### src/rtl/pong_pkg.sv
// Shared definitions for the pong game-flow controller: state encoding and
// overlay text select codes.
package pong_pkg;

  typedef enum logic [1:0] {
    NEWGAME = 2'd0,
    PLAY    = 2'd1,
    NEWBALL = 2'd2,
    OVER    = 2'd3
  } state_t;

  localparam logic [1:0] TXT_NONE = 2'd0;
  localparam logic [1:0] TXT_RULE = 2'd1;
  localparam logic [1:0] TXT_OVER = 2'd2;

  function automatic logic [1:0] text_for(state_t s);
    case (s)
      PLAY:    return TXT_NONE;
      OVER:    return TXT_OVER;
      default: return TXT_RULE;
    endcase
  endfunction

endpackage

### src/rtl/pong_delay_timer.sv
// Inter-ball / game-over delay: loadable down-counter clocked by frame ticks,
// saturating at zero.
module pong_delay_timer #(
  parameter int TIMER_TICKS = 120
) (
  input  logic clk,
  input  logic reset,
  input  logic load,
  input  logic tick,
  output logic expired
);

  localparam int W = $clog2(TIMER_TICKS + 1);
  localparam logic [W-1:0] LOAD_VAL = W'(TIMER_TICKS);
  localparam logic [W-1:0] ONE      = W'(1);

  logic [W-1:0] count;

  always_ff @(posedge clk or posedge reset) begin
    if (reset) begin
      count <= '0;
    end else if (load) begin
      count <= LOAD_VAL;
    end else if (tick && (count != '0)) begin
      count <= count - ONE;
    end
  end

  assign expired = (count == '0);

endmodule

### src/rtl/pong_game_ctrl.sv
// Pong game-flow controller: sequences new game / play / new ball / game over,
// counts balls, and issues score increment/clear pulses to the BCD counter.
module pong_game_ctrl
  import pong_pkg::*;
#(
  parameter int BALLS       = 3,
  parameter int TIMER_TICKS = 120
) (
  input  logic       clk,
  input  logic       reset,
  input  logic [1:0] btn,
  input  logic       refr_tick,
  input  logic       hit,
  input  logic       miss,
  output logic       d_inc,
  output logic       d_clr,
  output logic       graph_still,
  output logic       game_over,
  output logic [1:0] balls_left,
  output logic [1:0] text_sel
);

  localparam logic [1:0] BALLS_INIT = 2'(BALLS);

  state_t     state, state_n;
  logic [1:0] balls_n;
  logic       d_inc_n, d_clr_n;
  logic       btn_any, btn_any_q, btn_rise;
  logic       tmr_load, tmr_tick, tmr_expired;

  assign btn_any  = |btn;
  assign btn_rise = btn_any & ~btn_any_q;
  // Frame ticks only matter while a delay is running.
  assign tmr_tick = refr_tick & ((state == NEWBALL) | (state == OVER));

  pong_delay_timer #(
    .TIMER_TICKS(TIMER_TICKS)
  ) u_timer (
    .clk    (clk),
    .reset  (reset),
    .load   (tmr_load),
    .tick   (tmr_tick),
    .expired(tmr_expired)
  );

  always_comb begin
    state_n  = state;
    balls_n  = balls_left;
    d_inc_n  = 1'b0;
    d_clr_n  = 1'b0;
    tmr_load = 1'b0;
    case (state)
      NEWGAME: begin
        balls_n = BALLS_INIT;
        if (btn_rise) begin
          state_n = PLAY;
          d_clr_n = 1'b1;
        end
      end
      PLAY: begin
        // A miss wins over a simultaneous hit; the hit is dropped.
        if (miss) begin
          tmr_load = 1'b1;
          if (balls_left == 2'd1) begin
            state_n = OVER;
            balls_n = 2'd0;
          end else begin
            state_n = NEWBALL;
            balls_n = balls_left - 2'd1;
          end
        end else if (hit) begin
          d_inc_n = 1'b1;
        end
      end
      NEWBALL: begin
        if (tmr_expired && btn_any) state_n = PLAY;
      end
      OVER: begin
        if (tmr_expired) begin
          state_n = NEWGAME;
          balls_n = BALLS_INIT;
        end
      end
      default: state_n = NEWGAME;
    endcase
  end

  always_ff @(posedge clk or posedge reset) begin
    if (reset) begin
      state       <= NEWGAME;
      balls_left  <= BALLS_INIT;
      btn_any_q   <= 1'b0;
      d_inc       <= 1'b0;
      d_clr       <= 1'b0;
      graph_still <= 1'b1;
      game_over   <= 1'b0;
      text_sel    <= TXT_RULE;
    end else begin
      state       <= state_n;
      balls_left  <= balls_n;
      btn_any_q   <= btn_any;
      d_inc       <= d_inc_n;
      d_clr       <= d_clr_n;
      graph_still <= (state_n != PLAY);
      game_over   <= (state_n == OVER);
      text_sel    <= text_for(state_n);
    end
  end

endmodule

### config.mk
export PLATFORM = sky130hd
export DESIGN_NAME = pong_game_ctrl
export DESIGN_NICKNAME = d
export VERILOG_FILES = /design/src/rtl/pong_pkg.sv /design/src/rtl/pong_delay_timer.sv /design/src/rtl/pong_game_ctrl.sv
export SDC_FILE = /design/constraint.sdc
export NUM_CORES = 1
export LEC_CHECK = 0
export ABC_CLOCK_PERIOD_IN_PS = 1600
export BUFFER_PORTS_ARGS = -buffer_cell sky130_fd_sc_hd__buf_2
export CELL_PAD_IN_SITES_DETAIL_PLACEMENT = 1
export CELL_PAD_IN_SITES_GLOBAL_PLACEMENT = 2
export CORE_MARGIN = 2
export CORE_UTILIZATION = 30
export DETAILED_ROUTE_END_ITERATION = 8
export PLACE_DENSITY_LB_ADDON = 0.1
export SLEW_MARGIN = 20
export SYNTH_ARGS = -nofsm -noshare
export SYNTH_HDL_FRONTEND = slang
export SYNTH_SLANG_ARGS = --single-unit
### constraint.sdc
create_clock -name clk -period 1.6 [get_ports clk]
set_clock_uncertainty 0.2 [all_clocks]
set_input_delay 0.08 -clock clk [delete_from_list [all_inputs] [get_ports clk]]
set_output_delay 0.08 -clock clk [all_outputs]
set_load 0.02 [all_outputs]
# [After elaboration in Yosys (flattened, before gate mapping)]
# Cells that the tools add are included.
[word_totals] wordCells=53 out_inout_bits=8 register_bits=18 inputBits=7
[classes] bitwise=4 n_mux=20 add_sub_neg=2 eq_ne=9 n_reduce_logical=9
[ops] op="$mux W2" count=7
[ops] op="$mux W7" count=2
[ops] op="$mux W1" count=8
[ops] op="$pmux W2 S4" count=1
[ops] op="$logic_not A7 Y1" count=1
[ops] op="$reduce_bool A7 Y1" count=1
[ops] op="$sub A7 B1 Y7 const B" count=1
[ops] op="$eq A2 B1 Y1 const B" count=3
[ops] op="$eq A2 B2 Y1 const B" count=3
[ops] op="$pmux W2 S3" count=1
[ops] op="$ne A2 B2 Y1 const B" count=2
[ops] op="$pmux W2 S2" count=1
[ops] op="$reduce_and A3 Y1" count=1
[ops] op="$reduce_bool A3 Y1" count=1
[ops] op="$and A1 B1 Y1" count=2
[ops] op="$logic_and A1 B1 Y1" count=2
[ops] op="$logic_not A2 Y1" count=1
[ops] op="$ne A2 B1 Y1 const B" count=1
[ops] op="$reduce_bool A2 Y1" count=1
[ops] op="$reduce_or A2 Y1" count=1
[ops] op="$sub A2 B1 Y2 const B" count=1
[ops] op="$not A1 Y1" count=1
[ops] op="$or A1 B1 Y1" count=1

# [Depth between registers and ports, before layout]
[depth] depth_word=6 mapped_depth=7 ltp_nobuf=7

# [Cells and area by module]
# From an unflattened synthesis, not the netlist that was laid out.
[unflattened] hier_cells=80 hier_area_um2=884.6
[modules_own_cells] mod="pong_game_ctrl" seq_area_each_um2=255.2 instances=1 cells_per_inst=40 area_per_inst_um2=486.7
[modules_own_cells] mod="pong_delay_timer" seq_area_each_um2=175.2 instances=1 cells_per_inst=40 area_per_inst_um2=397.9

# [Least setup slack after synthesis]
# Ideal clock, no wire load.
[synth_path] kind="reg2reg" start="register balls_left[1]" end="register game_over" synth_period_minus_slack_ps=1812 setup_ps=132 required_time_ps=1268 arrival_time_ps=1481 n_path_buf=0 setup_slack_ps=-212 path_stages_with_launch=7 cell_sequence="dfstp_2 inv_1 ha_1 and2b_2 o22ai_1 a311oi_2 nor2_1"
[synth_via] elab_chain_cells=5
[synth_lines] item="start: declaration" line="pong_game_ctrl.sv:19" source="output logic [1:0] balls_left,"
[synth_lines] item="start signal: assignment" line="pong_game_ctrl.sv:100" source="balls_left <= balls_n;"
[synth_lines] item="$eq A2 B1 Y1" line="pong_game_ctrl.sv:64" source="if (balls_left == 2'd1) begin"
[synth_lines] item="$mux W1" line="pong_game_ctrl.sv:64"
[synth_lines] item="$mux W2" line="pong_game_ctrl.sv:62" source="if (miss) begin"
[synth_lines] item="$pmux W2 S4" line="pong_game_ctrl.sv:52" source="case (state)"
[synth_lines] item="$eq A2 B2 Y1" line="pong_game_ctrl.sv:105" source="game_over <= (state_n == OVER);"
[synth_lines] item="end signal: assignment" line="pong_game_ctrl.sv:105"
[synth_lines] item="end: declaration" line="pong_game_ctrl.sv:18" source="output logic game_over,"
# No other way between the ends.
# A chain may end at the register's enable or synchronous reset.

# [Final worst setup path]
[layout_path] start="register u_timer.count[1]" end="register u_timer.count[6]"
[layout_via] elab_chain_cells=3 word_cells_on_any_way=6 classes_between="add/sub: 1; mux: 2; reduce/logical: 3"
[layout_lines] item="start: declaration" line="pong_delay_timer.sv:17" source="logic [W-1:0] count;"
[layout_lines] item="start signal: assignment" line="pong_delay_timer.sv:25" source="count <= count - ONE;"
[layout_lines] item="$sub A7 B1 Y7 / $reduce_bool A7 Y1 (equally long branches)" line="pong_delay_timer.sv:25, pong_delay_timer.sv:24"
[layout_lines] item="$mux W7 / $logic_and A1 B1 Y1 (equally long branches)" line="pong_delay_timer.sv:24" source="end else if (tick && (count != '0)) begin"
[layout_lines] item="$mux W7 / $reduce_bool A2 Y1 (equally long branches)"
# Parallel ways exist; a longest one is shown, timed or not. The select of a mux whose other input is x is not followed.

==> flow_summary_export.csv <==
group,metric,value,unit
clocking,cts.sinks,17,
layout,drive_gt1_frac,0.5591,
min_path,hp-class,"primary input to flop",
placement,place_ws,-0.1581,ns
power,power_density,1538,nW/um^2
clocking,cts-root-buf,"clkbuf_4",
worst_setup_path,crit_fanout,8,
layout,fin_util,0.4905,
drt,num_vias,774,
worst_setup_path,arrival,1.76,ns
grt,grt_pass1_wl,3877,um
die,fp.coreArea,2758,sq um
worst_setup_path,cp_slowest_stage_delay,0.38,ns
synth,synth_edf_count,0,
timing,drv_slew,0,
synth,syn_area_per_cell,10.84,sq um
synth,synth-simple-area-share,0.2464,
timing,setup_viol,14,
run_status,violations,"negative setup slack",
layout,top_regs,"u_timer.count (7), balls_left (2), state (2)",
synth,synthCells,81,
layout,multi_input_area,490.5,sq um
worst_setup_path,required,1.58,ns
worst_setup_path,cp-end-kind,"flop",
layout,largest_reg_flops,7,
clocking,cts_buffers,3,
layout,diodes,0,
worst_setup_path,worstSetupStartpointType,"flop",
run_status,status,"finished with violations",
clocking,clkTransAtPathRegs,0.11,ns
grt,grt_pass1_vias,842,
clocking,worstSkewPairLatency,0.29,ns
synth,synth.distinct_cells,35,
drt,routed_wl,2406,um
synth,synth_compound_area_frac,0.1197,
worst_setup_path,path_buf_inv,1,
timing,maxSlewHeadroom,0.7849,
clocking,htree_levels,1,
worst_setup_path,critPathSlowestCell,"dfrtp_1",
clocking,cts_tree,"yes",
synth,ys_ff_latch,17,
synth,ys_top_cells_by_count,"dfrtp_1 (13), nand2_1 (10), inv_1 (8)",
layout,nFillCells,320,
drt,vias_per_cell,4.899,
grt,grt_usage,0.1567,
worst_setup_path,crit_chain,"inv_2 -> ha_4 -> and2b_2 -> a21oi_4 -> nand3_1 -> a22o_1",
grt,grt_max_degree,18,
layout,top_register,"u_timer.count",
drt,firstDrtPassIters,2,
layout,area_growth,53.99,%
timing,worstMarginPinSlew,0.3203,ns
die,die_h,58.11,um
worst_setup_path,criticalPathCategory,"flop to flop",
synth,async_flop_share,1.000,
synth,ys.flop_type,"dfrtp_1",
placement,gp_congestion,0.8074,
synth,synth_fa_ha_area_frac,0.02849,
synth,synth_top_family_by_area,"simple AND/OR/NAND/NOR gates",
synth,synth.most_common_cell,"dfrtp_1",
synth,syn_area,878.3,sq um
synth,yosysTopAreaCell,"dfrtp_1",
synth,seq_area_frac_synth,0.4900,
timing,setup_slack,-0.1736,ns
drt,ant_nets,0,
layout,final_nets,137,
placement,io_buffers,14,
die,dieArea,3377,sq um
grt,overflow,0,
synth,synth_xor_area_frac,0.009972,
timing,timing.fmax,563.8,MHz
drt,drtIter0Drc,15,
synth,postSynthNetCount,90,
synth,synth.area.mux_share,0.04558,
worst_setup_path,cp_top_family,"compound AO/OA/AOI/OAI gates",
die,start_util,0.3185,
grt,antenna_found_initial,0,
synth,ys_top_cells_by_area,"dfrtp_1 (37%), dfstp_2 (12%), nor4_4 (4.8%), mux2i_1 (4.6%), nand2_1 (4.3%)",
power,leakagePower,0.6175,nW
synth,synthDominantCellAreaShare,0.3704,
timing,fin_crit_sh,1.109,
drt,wl_per_cell,15.23,um
timing,tns,-1.465,ns
timing,grt_setup_unrepaired,"true",
drt,drcViolationCount,0,
timing,finalHoldViolations,0,
die,std_cell_rows,19,
die,num_io_pins,15,
layout,seqCellArea,432.9,sq um
run,maxCapViolCount,0,
placement,hpwl,1579,um
synth,yosys_warnings,0,
clocking,clockBufferDepth,2,
power,ir_drop,0.0009386,V
die,die_w,58.11,um
timing,finalCriticalPeriod,1.774,ns
## final cells by class
| cell class | count | area share |
|---|---|---|
| Clock buffer | 4 | 0.01943 |
| Inverter | 9 | 0.02498 |
| Multi-Input combinational cell | 53 | 0.3626 |
| Sequential cell | 17 | 0.3201 |
| Tap cell | 31 | 0.02868 |
| Timing Repair Buffer | 44 | 0.2442 |
## cell usage in the layout, fill, tap and decap left out, types with 2 or more instances in the layout
cell type      count
nand3_2            2
dlygate4sd3_1      7
dfstp_2            4
a32oi_1            2
dfrtp_1           11
clkbuf_4           3
inv_1              5
buf_4             20
dfrtp_2            2
ha_4               2
nor2_1             4
buf_2             13
nor4_4             2
nand2_1            9
mux2i_1            4
buf_6              4
and2b_2            2
inv_2              4
## tightest hold or removal path: stages
cell      delay, ns
buf_2          0.12
o311ai_4       0.11
a21boi_2       0.18
nand2_1        0.07
## power breakdown
part,total [mW],internal [mW],switching (mW)
registers,0.774,0.603,0.171
logic,1.06,0.554,0.507
clock network,0.245,0.0969,0.148
total,2.08,1.25,0.826
## metal layers
layer  routed length, um  GRT usage
met3                  42    0.02679
met5                   0          0
met4                  62    0.04983
met1                1051     0.1927
met2                1250     0.2776
## through the flow
stage / power (mW) / instance area, sq um / hold slack [ns] / cells
2_1_floorplan: 1.303 / 909.6 / -0.1968 / 81
3_3_place_gp: 1.635 / 1127 / -0.09762 / 141
3_5_place_dp: 1.668 / 1127 / -0.09061 / 141
4_1_cts: 1.979 / 1269 / 0.07359 / 155
5_1_grt: 2.261 / 1353 / 0.1003 / 158
6_report: 2.080 / 1353 / 0.04873 / 158
## what timing repair did
action                                 CTS  global route
resized for setup                        5            13
setup endpoints to repair               14            16
setup buffers                            3             4
endpoints found under the hold margin   24             0
pin swaps                                9            11
hold buffers                             7             0
## final timing paths
| path | from | end | slack (ns) | cells past startpoint |
|---|---|---|---|---|
| max | u_timer.count[1] | u_timer.count[6] | -0.17 | 6 |
| min | btn[1] | graph_still | 0.05 | 4 |
| max reg2reg | u_timer.count[1] | u_timer.count[6] | -0.17 | 6 |
| min reg2reg | btn_any_q | d_clr | 0.33 | 2 |
| max in group asynchronous | reset | balls_left[1] | 0.80 | 4 |
| min in group asynchronous | reset | u_timer.count[1] | 0.13 | 4 |
## logic make-up (layout without fill, tap and decap cells)
kind of cell             after synthesis  in the layout
AO/OA/AOI/OAI                         13             13
XOR/XNOR                               1              1
adder cells (fa/ha/maj)                2              2
buffers and inverters                 11             57
flip-flops                            17             17
multiplexers                           4              4
AND/OR/NAND/NOR                       33             33
(Power assumes the default switching activity.)
